**config.mk**
```make
export PLATFORM = sky130hd
export DESIGN_NAME = ctrl_pipe
export DESIGN_NICKNAME = d
export VERILOG_FILES = /design/src/rtl/ctrl_pipe.sv
export SDC_FILE = /design/constraint.sdc
export NUM_CORES = 1
export LEC_CHECK = 0
export BUFFER_PORTS_ARGS = -buffer_cell sky130_fd_sc_hd__buf_2
export CAP_MARGIN = 20
export CORE_MARGIN = 2
export CORE_UTILIZATION = 46
export CTS_CLUSTER_DIAMETER = 120
export CTS_CLUSTER_SIZE = 12
export DETAILED_ROUTE_END_ITERATION = 10
export HOLD_SLACK_MARGIN = 0.15
export PLACE_DENSITY = 0.71
export RECOVER_POWER = 50
export REMOVE_ABC_BUFFERS = 1
export SLEW_MARGIN = 30
export SYNTH_ARGS = -nofsm -noshare
export SYNTH_HDL_FRONTEND = slang
export SYNTH_SLANG_ARGS = --single-unit
export TNS_END_PERCENT = 20
```
**constraint.sdc**
```tcl
create_clock -name clk -period 1.4 [get_ports clk]
set_input_delay 0.28 -clock clk [delete_from_list [all_inputs] [get_ports clk]]
set_output_delay 0.28 -clock clk [all_outputs]
set_load 0.01 [all_outputs]
```
**src/rtl/ctrl_pipe.sv**
```systemverilog
// Pipeline control for a 5-stage MIPS core: carries decoded control through EX/MEM/WB,
// inserts load-use stalls, resolves branches in EX and generates ALU forwarding selects.
module ctrl_pipe #(
  parameter int unsigned RA_W    = 5,
  parameter int unsigned ALUOP_W = 3
) (
  input  logic               clk,
  input  logic               rst,
  input  logic               RegDst,
  input  logic               ALUSrc,
  input  logic               MemtoReg,
  input  logic               RegWrite,
  input  logic               MemWrite,
  input  logic               ExtOp,
  input  logic [1:0]         Branch,
  input  logic [ALUOP_W-1:0] ALUop,
  input  logic [RA_W-1:0]    id_rs,
  input  logic [RA_W-1:0]    id_rt,
  input  logic [RA_W-1:0]    id_rd,
  input  logic               ex_zero,
  input  logic               ex_neg,
  output logic               stall,
  output logic               flush,
  output logic               pc_sel,
  output logic               ex_ALUSrc,
  output logic               ex_ExtOp,
  output logic [ALUOP_W-1:0] ex_ALUop,
  output logic [1:0]         fwd_a,
  output logic [1:0]         fwd_b,
  output logic               mem_MemWrite,
  output logic               mem_MemtoReg,
  output logic               wb_RegWrite,
  output logic               wb_MemtoReg,
  output logic [RA_W-1:0]    wb_dst
);

  // EX stage
  logic               ex_alusrc_q, ex_extop_q, ex_memtoreg_q, ex_regwrite_q, ex_memwrite_q;
  logic [1:0]         ex_branch_q;
  logic [ALUOP_W-1:0] ex_aluop_q;
  logic [RA_W-1:0]    ex_rs_q, ex_rt_q, ex_dst_q;
  // MEM stage
  logic               mem_memtoreg_q, mem_regwrite_q, mem_memwrite_q;
  logic [RA_W-1:0]    mem_dst_q;
  // WB stage
  logic               wb_memtoreg_q, wb_regwrite_q;
  logic [RA_W-1:0]    wb_dst_q;

  logic            uses_rt, load_use, taken, bubble;
  logic [RA_W-1:0] id_dst;

  always_comb begin
    uses_rt  = RegDst | MemWrite | (Branch != 2'b00);
    id_dst   = RegDst ? id_rd : id_rt;
    load_use = ex_memtoreg_q & ex_regwrite_q & (ex_dst_q != '0) &
               ((ex_dst_q == id_rs) | (uses_rt & (ex_dst_q == id_rt)));
    unique case (ex_branch_q)
      2'b01:   taken = ex_zero;
      2'b10:   taken = ~ex_zero;
      2'b11:   taken = ~ex_zero & ~ex_neg;
      default: taken = 1'b0;
    endcase
    // A taken branch squashes the ID instruction, so any stall it would need is moot.
    bubble = load_use | taken;
    flush  = taken & ~rst;
    pc_sel = taken & ~rst;
    stall  = load_use & ~taken & ~rst;
  end

  function automatic logic [1:0] fwd_sel(input logic [RA_W-1:0] src,
                                         input logic            mem_we,
                                         input logic [RA_W-1:0] mem_dst,
                                         input logic            wb_we,
                                         input logic [RA_W-1:0] wb_dst_f);
    if (mem_we && (mem_dst != '0) && (mem_dst == src)) begin
      return 2'b10;
    end else if (wb_we && (wb_dst_f != '0) && (wb_dst_f == src)) begin
      return 2'b01;
    end
    return 2'b00;
  endfunction

  always_comb begin
    fwd_a = fwd_sel(ex_rs_q, mem_regwrite_q, mem_dst_q, wb_regwrite_q, wb_dst_q);
    fwd_b = fwd_sel(ex_rt_q, mem_regwrite_q, mem_dst_q, wb_regwrite_q, wb_dst_q);
  end

  always_ff @(posedge clk) begin
    if (rst) begin
      ex_alusrc_q    <= 1'b0;
      ex_extop_q     <= 1'b0;
      ex_memtoreg_q  <= 1'b0;
      ex_regwrite_q  <= 1'b0;
      ex_memwrite_q  <= 1'b0;
      ex_branch_q    <= 2'b00;
      ex_aluop_q     <= '0;
      ex_rs_q        <= '0;
      ex_rt_q        <= '0;
      ex_dst_q       <= '0;
      mem_memtoreg_q <= 1'b0;
      mem_regwrite_q <= 1'b0;
      mem_memwrite_q <= 1'b0;
      mem_dst_q      <= '0;
      wb_memtoreg_q  <= 1'b0;
      wb_regwrite_q  <= 1'b0;
      wb_dst_q       <= '0;
    end else begin
      if (bubble) begin
        ex_alusrc_q   <= 1'b0;
        ex_extop_q    <= 1'b0;
        ex_memtoreg_q <= 1'b0;
        ex_regwrite_q <= 1'b0;
        ex_memwrite_q <= 1'b0;
        ex_branch_q   <= 2'b00;
        ex_aluop_q    <= '0;
        ex_rs_q       <= '0;
        ex_rt_q       <= '0;
        ex_dst_q      <= '0;
      end else begin
        ex_alusrc_q   <= ALUSrc;
        ex_extop_q    <= ExtOp;
        ex_memtoreg_q <= MemtoReg;
        ex_regwrite_q <= RegWrite;
        ex_memwrite_q <= MemWrite;
        ex_branch_q   <= Branch;
        ex_aluop_q    <= ALUop;
        ex_rs_q       <= id_rs;
        ex_rt_q       <= id_rt;
        ex_dst_q      <= id_dst;
      end
      mem_memtoreg_q <= ex_memtoreg_q;
      mem_regwrite_q <= ex_regwrite_q;
      mem_memwrite_q <= ex_memwrite_q;
      mem_dst_q      <= ex_dst_q;
      wb_memtoreg_q  <= mem_memtoreg_q;
      wb_regwrite_q  <= mem_regwrite_q;
      wb_dst_q       <= mem_dst_q;
    end
  end

  assign ex_ALUSrc    = ex_alusrc_q;
  assign ex_ExtOp     = ex_extop_q;
  assign ex_ALUop     = ex_aluop_q;
  assign mem_MemWrite = mem_memwrite_q;
  assign mem_MemtoReg = mem_memtoreg_q;
  assign wb_RegWrite  = wb_regwrite_q;
  assign wb_MemtoReg  = wb_memtoreg_q;
  assign wb_dst       = wb_dst_q;

endmodule

```
### After elaboration in Yosys (flattened, before gate mapping)

Cells that the tools add are included.

* register bits: 40
* input bits: 30
* output and inout port bits: 21
* logic and storage cells: 65

* eq/ne operators: 9
* mux-type cells: 12
* bitwise operators: 16
* reductions and logical operators: 11

Operators with widths (count)
* $eq A5 B5 Y1: 6
* $reduce_bool A5 Y1: 3
* $mux W2: 6
* $and A1 B1 Y1: 8
* $logic_and A1 B1 Y1: 6
* $mux W5: 1
* $eq A2 B2 Y1 const B: 2
* $mux W1: 4
* $not A1 Y1: 4
* $or A1 B1 Y1: 4
* $pmux W1 S3: 1
* $eq A2 B1 Y1 const B: 1
* $reduce_bool A2 Y1: 1
* $reduce_or A2 Y1: 1

### Depth between registers and ports, before layout

Gate-level depths: netlist (run 1).

* depth in word-level cells: 7
* depth in mapped cells: 5
* gate-level depth less buffers: 4

### Worst setup path after synthesis (run 1)

OpenSTA, ideal clock, no wires.

* path kind: reg2out
* start point: register mem_dst_q[3]
* end point: output fwd_a[0]
* arrival: 1.464 ns
* required time: 1.120 ns
* slack: -0.344 ns
* cell stages (with the launch flop): 5
* path buffers: 0
* cell sequence: dfxtp_1 or4_1 o21ai_2 nor4_1 nor4_2

* word-level cells in the longest chain between the ends: 5
* elaborated cells between the ends (all ways): 7
* classes of those cells: eq/ne: 1; mux: 3; reduce/logical: 3

RTL lines
* start: declaration: line 44 `logic [RA_W-1:0] mem_dst_q;`
* start signal: assignment: line 134 `mem_dst_q <= ex_dst_q;`
* $reduce_bool A5 Y1: line 75 `if (mem_we && (mem_dst != '0) && (mem_dst == src)) begin`
* $logic_and A1 B1 Y1: line 75
* $logic_and A1 B1 Y1 (*): line 75
* $mux W2 / $mux W1 (equally long branches): line 75
* $mux W2 (*): line 80 `return 2'b00;`
* end: declaration: line 28 `output logic [1:0] fwd_a,`

Every way passes the cells marked *; elsewhere a longest branch is shown, timed or not.

### Worst setup path in the final report (run 1)

* start point: register wb_dst_q[4] (netlist: wb_dst[4])
* end point: output fwd_b[0]

* word-level cells in the longest chain between the ends: 6
* elaborated cells between the ends (all ways): 7
* classes of those cells: eq/ne: 1; mux: 3; reduce/logical: 3

RTL lines
* start: declaration: line 47 `logic [RA_W-1:0] wb_dst_q;`
* start signal: assignment: line 137 `wb_dst_q <= mem_dst_q;`
* $reduce_bool A5 Y1: line 77 `end else if (wb_we && (wb_dst_f != '0) && (wb_dst_f == src)) begin`
* $logic_and A1 B1 Y1: line 77
* $logic_and A1 B1 Y1 (*): line 77
* $mux W1 (*): line 77
* $mux W1 (*): line 75
* $mux W2 (*): line 80
* end: declaration: line 29 `output logic [1:0] fwd_b,`

Marks and branches as above.

==> results.py, run 1 <==
metrics = {
    "placed_design": {
        "port_buffers": 50,
        "placed_cell_area_um2": 2230,
        "gp_congestion": 0.762,
        "hpwl_um": 2790,
    },
    "critical_path": {
        "cp_max_fo": 4,
        "arrival_ns": 1.76,
        "critPathKind": "reg2out",
        "endpoint_kind": "output port",
        "startpoint_type": "register",
        "rrSetupSlack_ns": -0.14,
        "required_ns": 1.12,
    },
    "global_route": {
        "gr-total-overflow": 0,
        "track_usage_pct": 20.6,
        "grt_pass1_vias": 1503,
        "grt_max_degree": 26,
        "antenna_found_initial": 0,
        "grt_pass1_wl_um": 6670,
    },
    "die": {
        "rows": 22,
        "dieArea_um2": 4470,
        "coreArea_um2": 3740,
        "die_h_um": 66.9,
        "start_util_pct": 48.6,
        "io-pin-count": 51,
        "die_w_um": 66.9,
    },
    "clock_tree": {
        "path_clk_slew_ns": 0.07,
        "cts_buffers": 5,
        "tritoncts": "yes",
        "cts_sinks": 40,
        "cts_htree_levels": 2,
        "clk-insertion-delay-late_ns": 0.29,
        "clk_path_buf_depth": 2,
        "cts_root_buf": "clkbuf_8",
    },
    "run_status": {
        "violations": "setup timing",
        "status": "finished, violations left",
    },
    "timing": {
        "setup_viol": 32,
        "worstMarginPinSlew_ns": 0.741,
        "min_period_ns": 2.04,
        "finalMaxSlewViolations": 0,
        "rsz0062_at_grt": "true",
        "fmax_ghz": 0.490,
        "slew_headroom_pct": 50.6,
        "skew_ns": 0.00357,
        "hold_ws_ns": 0.215,
        "finalCritPeriodShare_pct": 146,
        "setup_slack_ns": -0.640,
        "hold_violations": 0,
    },
    "final_layout": {
        "area_delta_synth_final_pct": 44.7,
        "final_common_cell": "buf_2",
        "layout-drive-gt1-share_pct": 56.8,
        "fillers": 291,
        "antenna_cells": 0,
        "final_cell_area_um2": 2630,
        "final_cell_mix": "47 x buf_2, 30 x dfxtp_1, 27 x nand2_1",
        "nets": 286,
    },
    "route": {
        "ant_nets": 0,
        "wl_per_cell_um": 13.9,
        "drt-vias-per-instance": 4.85,
        "vias": 1480,
        "post-route-drc-count": 0,
        "drt-total-wl_um": 4250,
        "dr.pass1.iters": 4,
        "drt_iter0_drc": 17,
    },
    "yosys": {
        "synth_flop_cell": "dfxtp_1",
        "async_flop_share_pct": 0,
        "yosysSeqAreaShare_pct": 44.0,
        "synth_edf_count": 0,
        "synth.avg_cell_area_um2": 10.3,
        "syn-cell-area_um2": 1820,
        "ys_types": 29,
        "yosys_warnings": 0,
        "ys_ff_latch": 40,
        "syn_inst": 176,
    },
    "flow_run": {
        "max_cap_viol_count": 0,
    },
    "power": {
        "powerDensity_nw_per_um2": 1030,
        "ir_drop_mv": 0.871,
        "power.leakage_nw": 1.18,
    },
    "worst_hold_path": {
        "hp-class": "in2reg",
    },
}
[area by class of cell]
| class | instances | area, um^2 | area share [%] |
|---|---|---|---|
| Tap cell | 48 | 60.1 | 2.28 |
| Timing Repair Buffer | 83 | 587 | 22.3 |
| Clock inverter | 3 | 42.5 | 1.62 |
| Inverter | 1 | 3.75 | 0.143 |
| Multi-Input combinational cell | 125 | 1050 | 40.0 |
| Sequential cell | 40 | 816 | 31.0 |
| Clock buffer | 5 | 68.8 | 2.62 |
[critical path: stages, from the launching register on]
cell,delay [ns]
dfxtp_4,0.37
or4_1,0.10
o21ai_1,0.06
or4_4,0.49
nor4_2,0.28
buf_2,0.17
[path summary, 6_finish.rpt]
check,depth (start not counted),startpoint,to
worst max register to register,7,ex_dst_q[2]$_SDFF_PP0_,ex_rt_q[3]$_SDFF_PP0_
worst max-delay path,5,wb_dst[4]$_SDFF_PP0_,fwd_b[0]
worst min register to register,1,ex_memwrite_q$_SDFF_PP0_,mem_MemWrite$_SDFF_PP0_
worst min-delay path,3,ALUop[0],ex_ALUop[0]$_SDFF_PP0_
[power by group]
part | total, mW | internal (mW) | switching [mW] | leakage [nW]
clock network | 0.919 | 0.527 | 0.392 | 0.0541
logic | 0.532 | 0.277 | 0.255 | 0.796
registers | 1.25 | 1.20 | 0.0468 | 0.334
[metrics by stage]
stage / util, % / total power, mW / setup TNS, ns / cells / worst slack [ns]
detailed placement: 59.6 / 1.69 / -4.60 / 292 / -0.406
CTS: 66.2 / 2.64 / -4.81 / 302 / -0.661
floorplan: - / 1.49 / -10.00 / 166 / -0.723
global route: 70.3 / 2.83 / -7.33 / 305 / -0.731
global placement: 59.6 / 1.68 / -4.94 / 292 / -0.329
finish: 70.3 / 2.70 / -5.20 / 305 / -0.640
[repair_timing]
| action | 4_1_cts | 5_1_grt |
|---|---|---|
| pin swaps | 10 | 9 |
| hold buffers | 0 | 0 |
| endpoints found under the hold margin | 0 | 0 |
| endpoints found under the setup margin | 32 | 32 |
| gates resized for setup | 26 | 21 |
| cloned | 1 | 2 |
| buffers inserted | 1 | 1 |
[routing by layer]
layer  part of all wire [%]  global-route usage (%)  up-vias
met1                     40                    22.0      679
met4                    2.2                    10.5        0
li1                       -                       -      750
met2                     54                    37.3       42
met5                      0                       0        -
met3                    4.4                    5.07        9
[logic make-up after synthesis]
family	Yosys count	share of synthesized area, %
AO/OA/AOI/OAI	32	15.3
multiplexers	5	3.10
buffers and inverters	11	6.12
AND/OR/NAND/NOR	58	17.0
flip-flops	40	44.0
XOR/XNOR	30	14.5
[sequential cells by signal (all words and copies together) (netlist names)]
name	cells
ex_ALUSrc	1
ex_ALUop	3
ex_ExtOp	1
ex_branch_q	2
ex_dst_q	5
ex_memtoreg_q	1
ex_memwrite_q	1
ex_regwrite_q	1
ex_rs_q	5
ex_rt_q	5
mem_MemWrite	1
mem_MemtoReg	1
mem_dst_q	5
mem_regwrite_q	1
wb_MemtoReg	1
wb_RegWrite	1
wb_dst	5
[cell usage after synthesis, types with 2 or more instances]
cell      count  area share, %
clkbuf_1      2           0.41
xnor2_1      16            7.7
nand3_1       3           0.83
nand2_1      27            5.6
nor4_1        2           0.69
buf_6         4            2.5
a21oi_1       5            1.4
buf_12        2            2.2
nor2b_1      15            5.2
dfxtp_1      40             44
mux2_2        5            3.1
xor2_1       14            6.7
or4_1         4            1.7
buf_4         2           0.83
nor4_2        2            1.4
a21oi_2      20            9.6
No activity file was read; power rests on OpenSTA's default activity.
==> run 2, diff against run 1 <==
--- a/config.mk
+++ b/config.mk
@@ -5,17 +5,18 @@
 export SDC_FILE = /design/constraint.sdc
 export NUM_CORES = 1
 export LEC_CHECK = 0
-export BUFFER_PORTS_ARGS = -buffer_cell sky130_fd_sc_hd__buf_2
 export CAP_MARGIN = 20
 export CORE_MARGIN = 2
-export CORE_UTILIZATION = 46
+export CORE_UTILIZATION = 55
 export CTS_CLUSTER_DIAMETER = 120
 export CTS_CLUSTER_SIZE = 12
 export DETAILED_ROUTE_END_ITERATION = 10
+export DONT_BUFFER_PORTS = 1
 export HOLD_SLACK_MARGIN = 0.15
-export PLACE_DENSITY = 0.71
+export PLACE_DENSITY = 0.69
 export RECOVER_POWER = 50
 export REMOVE_ABC_BUFFERS = 1
+export SETUP_SLACK_MARGIN = 0.02
 export SLEW_MARGIN = 30
 export SYNTH_ARGS = -nofsm -noshare
 export SYNTH_HDL_FRONTEND = slang
==> run 2 against run 1 <==
The flow still finishes with violations (setup timing). Design area shrank 5.9%. Critical path depth unchanged. Worst setup slack lost 0.15 ns. Non-clock buffer count is 27 lower. Count of clock-buffer cells in the layout increased by 1. Clock power is 19% lower. Register-to-register slack better by 0.04 ns. Wire length is 4.6% higher. Critical path type unchanged. Sequential power hardly changed.
==> results.py, run 2 (synthesis gave the netlist of run 1 again) <==
metrics = {
    "critical_path": {
        "arrival_ns": 1.91,
        "startpoint_type": "register",
        "cp_max_fo": 3,
        "crit_chain": "buf_6 -> xor2_1 -> or4_1 -> nor4_2 -> buf_4",
        "worst_path_max_delay_cell": "or4_1",
        "r2r_end": "ex_rt_q[3]$_SDFF_PP0_",
        "endpoint_kind": "output port",
        "critPathBufInv": 2,
        "rrSetupSlack_ns": -0.10,
        "rr_worst_depth": 7,
        "critPathKind": "reg2out",
        "cpLargestDelayFamily": "simple AND/OR/NAND/NOR gates",
        "cpPeakStageDelay_ns": 0.53,
        "required_ns": 1.12,
        "rr_startpoint": "ex_dst_q[4]$_SDFF_PP0_",
    },
    "clock_tree": {
        "path_clk_slew_ns": 0.11,
        "tritoncts": "yes",
        "cts_sinks": 40,
        "clk_path_buf_depth": 2,
        "cts_buffers": 5,
        "cts_root_buf": "clkbuf_4",
        "clk-insertion-delay-late_ns": 0.35,
        "cts_htree_levels": 2,
    },
    "power": {
        "swShare_pct": 25.9,
        "ir_drop_mv": 0.904,
        "pwr-share-comb_pct": 18.9,
        "pwr-share-clk_pct": 30.2,
        "switchingPower_mw": 0.641,
        "p_int_mw": 1.83,
        "power.leakage_nw": 1.03,
        "powerDensity_nw_per_um2": 999,
        "seqPwrFrac_pct": 50.9,
    },
    "route": {
        "vias": 1453,
        "post-route-drc-count": 0,
        "drt_iter0_drc": 40,
        "drt-vias-per-instance": 5.30,
        "ant_nets": 0,
        "drt-total-wl_um": 4450,
        "dr.pass1.iters": 4,
        "wl_per_cell_um": 16.2,
    },
    "global_route": {
        "grt_pass1_vias": 1423,
        "gr-total-overflow": 0,
        "grt_max_degree": 22,
        "grt_pass1_wl_um": 6330,
        "track_usage_pct": 23.6,
        "antenna_found_initial": 0,
    },
    "timing": {
        "hold_violations": 0,
        "setup_viol": 32,
        "fmax_ghz": 0.456,
        "finalMaxSlewViolations": 0,
        "setup_tns_ns": -5.48,
        "rsz0062_at_grt": "true",
        "finalCritPeriodShare_pct": 157,
        "worstMarginPinSlew_ns": 0.585,
        "slew_headroom_pct": 60.9,
        "setup_slack_ns": -0.792,
        "skew_ns": 0.00247,
        "min_period_ns": 2.19,
    },
    "final_layout": {
        "nets": 259,
        "layout-drive-gt1-share_pct": 40.9,
        "register_area_um2": 811,
        "antenna_cells": 0,
        "final_common_cell": "dfxtp_1",
        "final_cell_mix": "32 x dfxtp_1, 27 x nand2_1, 25 x buf_4",
        "fillers": 202,
        "area_delta_synth_final_pct": 36.1,
        "multiInputGateArea_um2": 1010,
        "utilization_pct": 79.8,
    },
    "run_status": {
        "status": "finished, violations left",
        "violations": "setup timing",
    },
    "die": {
        "io-pin-count": 51,
        "rows": 20,
        "die_h_um": 61.5,
        "die_w_um": 61.5,
        "coreArea_um2": 3100,
        "start_util_pct": 58.6,
        "dieArea_um2": 3780,
    },
    "worst_hold_path": {
        "hold_depth": 3,
        "hold_start": "id_rt[3]",
        "min_to": "ex_dst_q[3]$_SDFF_PP0_",
        "hp-class": "in2reg",
    },
    "placed_design": {
        "port_buffers": 0,
        "hpwl_um": 2740,
        "gp_congestion": 0.929,
    },
    "flow_run": {
        "max_cap_viol_count": 0,
    },
}
run 2: cell count changes in the layout (fill, tap and decap cells not counted), sizes merged:
cell         previous run  this run
buf                    80        35
clkbuf                  8         6
dlygate4sd3             0        21
clkinvlp                1         0
run 2: worst max path at each step:
stage	start	endpoint	slack (ns)	cells past startpoint
floorplan	ex_dst_q[3]$_SDFF_PP0_	stall	-0.72	4
global placement	mem_dst_q[3]$_SDFF_PP0_	fwd_a[0]	-0.33	5
detailed placement	mem_dst_q[3]$_SDFF_PP0_	fwd_b[0]	-0.38	5
CTS	mem_dst_q[3]$_SDFF_PP0_	fwd_a[0]	-0.78	5
global route	wb_dst[1]$_SDFF_PP0_	fwd_b[0]	-0.85	5
finish	wb_dst[1]$_SDFF_PP0_	fwd_b[0]	-0.79	5
run 2: stage by stage:
stage                     instance area [um^2]  power, mW  hold slack (ns)  cells  setup WS [ns]
after global routing                      2470       2.57            0.205    274         -0.854
after global placement                    2010       1.60            0.355    242         -0.329
after floorplan                           1710       1.49            0.352    166         -0.723
after detailed placement                  2010       1.61            0.354    242         -0.376
after CTS                                 2320       2.41            0.190    271         -0.784
final                                     2470       2.47            0.211    274         -0.792
run 2: power groups by stage:
stage / clock [mW] / combinational [mW] / sequential (mW)
2_1_floorplan: 0 / 0.215 / 1.28
3_3_place_gp: 0 / 0.326 / 1.27
3_5_place_dp: 0 / 0.336 / 1.28
4_1_cts: 0.761 / 0.399 / 1.25
5_1_grt: 0.803 / 0.500 / 1.27
6_report: 0.747 / 0.467 / 1.26
run 2: final cells by class:
type | instances | area share, %
inverters | 1 | 0.152
well taps | 44 | 2.22
repair buffers | 56 | 21.1
clock buffers | 6 | 1.67
flip-flops and latches | 40 | 32.8
clock inverters | 2 | 1.42
multi-input cells | 125 | 40.6
run 2: worst reg2reg max path: stages (launching register included):
cell     delay, ns
dfxtp_1       0.34
buf_4         0.15
xnor2_1       0.20
nand3_1       0.14
o22ai_2       0.19
buf_6         0.14
buf_12        0.16
a21oi_2       0.08
run 2: what timing repair did:
item	in CTS	in global routing
cloned	0	0
hold endpoints to repair	35	0
buffers inserted	0	3
hold buffers	21	0
gates resized for setup	6	31
setup endpoints to repair	32	32
pin swaps	0	8
run 2: metal layers:
metal,global-route usage [%],part of all wire [%],vias to the layer above
met1,24.9,38,688
met3,7.14,5.2,17
li1,-,-,695
met2,42.4,52,53
met5,0,0,-
met4,11.2,4.6,0
==> run 3, diff against run 2 <==
--- a/config.mk
+++ b/config.mk
@@ -17,6 +17,7 @@
 export RECOVER_POWER = 50
 export REMOVE_ABC_BUFFERS = 1
 export SETUP_SLACK_MARGIN = 0.02
+export SKIP_LAST_GASP = 1
 export SLEW_MARGIN = 30
 export SYNTH_ARGS = -nofsm -noshare
 export SYNTH_HDL_FRONTEND = slang
==> run 3 against run 2 <==
The flow still finishes with violations (setup timing). Worst hold slack better by 0.0020 ns. Via count down 3.4%. Register-to-register slack worse by 0.14 ns. Die area unchanged. Non-clock buffer count unchanged. Wire length down 7.5%. Flip-flop and latch count unchanged. Highest routed layer unchanged.
==> results.py, run 3 (synthesis gave the netlist of run 1 again) <==
metrics = {
    "critical_path": {
        "worst_path_max_delay_cell": "or4_1",
        "cp_max_fo": 3,
        "arrival_ns": 1.91,
        "cpPeakStageDelay_ns": 0.53,
        "crit_chain": "buf_6 -> xor2_1 -> or4_1 -> nor4_2 -> buf_4",
        "critPathKind": "reg2out",
        "startpoint_type": "register",
        "required_ns": 1.12,
        "endpoint_kind": "output port",
    },
    "die": {
        "die_h_um": 61.5,
        "start_util_pct": 58.6,
        "rows": 20,
        "coreArea_um2": 3100,
        "die_w_um": 61.5,
        "dieArea_um2": 3780,
        "io-pin-count": 51,
    },
    "global_route": {
        "grt_max_degree": 22,
        "grt_pass1_wl_um": 6330,
        "gr-total-overflow": 0,
        "antenna_found_initial": 0,
        "track_usage_pct": 23.6,
        "grt_pass1_vias": 1420,
    },
    "worst_hold_path": {
        "hp-class": "in2reg",
    },
    "route": {
        "dr.pass1.iters": 4,
        "drt_iter0_drc": 16,
        "wl_per_cell_um": 15.0,
        "drt-total-wl_um": 4120,
        "drt-vias-per-instance": 5.12,
        "ant_nets": 0,
        "post-route-drc-count": 0,
        "vias": 1404,
    },
    "clock_tree": {
        "clk-insertion-delay-late_ns": 0.35,
        "cts_sinks": 40,
        "path_clk_slew_ns": 0.11,
        "cts_htree_levels": 2,
        "tritoncts": "yes",
        "clk_path_buf_depth": 2,
        "cts_root_buf": "clkbuf_4",
        "cts_buffers": 5,
    },
    "timing": {
        "setup_tns_ns": -7.66,
        "setup_slack_ns": -0.795,
        "hold_ws_ns": 0.213,
        "rsz0062_at_grt": "true",
        "finalMaxSlewViolations": 0,
        "setup_viol": 32,
        "min_period_ns": 2.19,
        "finalCritPeriodShare_pct": 157,
        "fmax_ghz": 0.456,
        "hold_violations": 0,
        "skew_ns": 0.00222,
        "slew_headroom_pct": 61.0,
        "worstMarginPinSlew_ns": 0.583,
    },
    "power": {
        "powerDensity_nw_per_um2": 1020,
        "power.leakage_nw": 1.00,
        "ir_drop_mv": 0.931,
        "power.total_mw": 2.43,
    },
    "final_layout": {
        "multiInputGateArea_um2": 963,
        "final_common_cell": "dfxtp_1",
        "antenna_cells": 0,
        "finalNonFillerCells": 274,
        "final_cell_area_um2": 2380,
        "area_delta_synth_final_pct": 31.2,
        "final_cell_mix": "36 x dfxtp_1, 33 x buf_4, 27 x nand2_1",
        "utilization_pct": 76.9,
        "nets": 259,
        "register_area_um2": 806,
        "layout-drive-gt1-share_pct": 36.5,
        "fillers": 226,
    },
    "placed_design": {
        "placed_cells": 242,
        "port_buffers": 0,
        "gp_congestion": 0.929,
        "hpwl_um": 2740,
        "placed_cell_area_um2": 2010,
        "pre_cts_slack_ns": -0.376,
    },
    "run_status": {
        "violations": "setup timing",
        "status": "finished, violations left",
    },
    "flow_run": {
        "max_cap_viol_count": 0,
    },
}
[run 3: cell counts in the layout (fill, tap and decap cells not counted)]
No cell type changed its count.
[run 3: final cells by class]
type	count	area share [%]
Clock inverter	2	1.47
Inverter	1	0.157
Clock buffer	6	1.73
Multi-Input combinational cell	125	40.4
Timing Repair Buffer	56	20.1
Tap cell	44	2.31
Sequential cell	40	33.8
[run 3: worst paths after layout]
check	startpoint	end	slack (ns)	cells past startpoint
worst max-delay path	wb_dst[1]$_SDFF_PP0_	fwd_b[0]	-0.79	5
worst min-delay path	id_rt[3]	ex_dst_q[3]$_SDFF_PP0_	0.21	3
worst min register to register	ex_memwrite_q$_SDFF_PP0_	mem_MemWrite$_SDFF_PP0_	0.45	1
worst max register to register	ex_dst_q[1]$_SDFF_PP0_	ex_rt_q[3]$_SDFF_PP0_	-0.24	7
[run 3: metal layers]
metal	track usage [%]	vias to the layer above	share of wire (%)
li1	-	696	-
met1	25.0	644	38
met2	42.3	53	53
met3	7.14	11	6.1
met4	11.2	0	2.1
met5	0	-	0
[run 3: critical path, delay by kind of cell (launching register included)]
family / cells / cell delay [ns]
AND/OR/NAND/NOR: 2 / 0.81
flip-flops: 1 / 0.35
buffers and inverters: 2 / 0.27
XOR/XNOR: 1 / 0.13
[run 3: where the power goes]
group | internal, mW | switching (mW)
Clock | 0.374 | 0.371
Sequential | 1.20 | 0.0491
Combinational | 0.228 | 0.199
Total | 1.81 | 0.620
[run 3: what timing repair did]
item | 4_1_cts | 5_1_grt
hold endpoints to repair | 35 | 0
hold buffers | 21 | 0
setup buffers | 0 | 3
endpoints found under the setup margin | 32 | 32
resized for setup | 2 | 14
pin swaps | 0 | 6
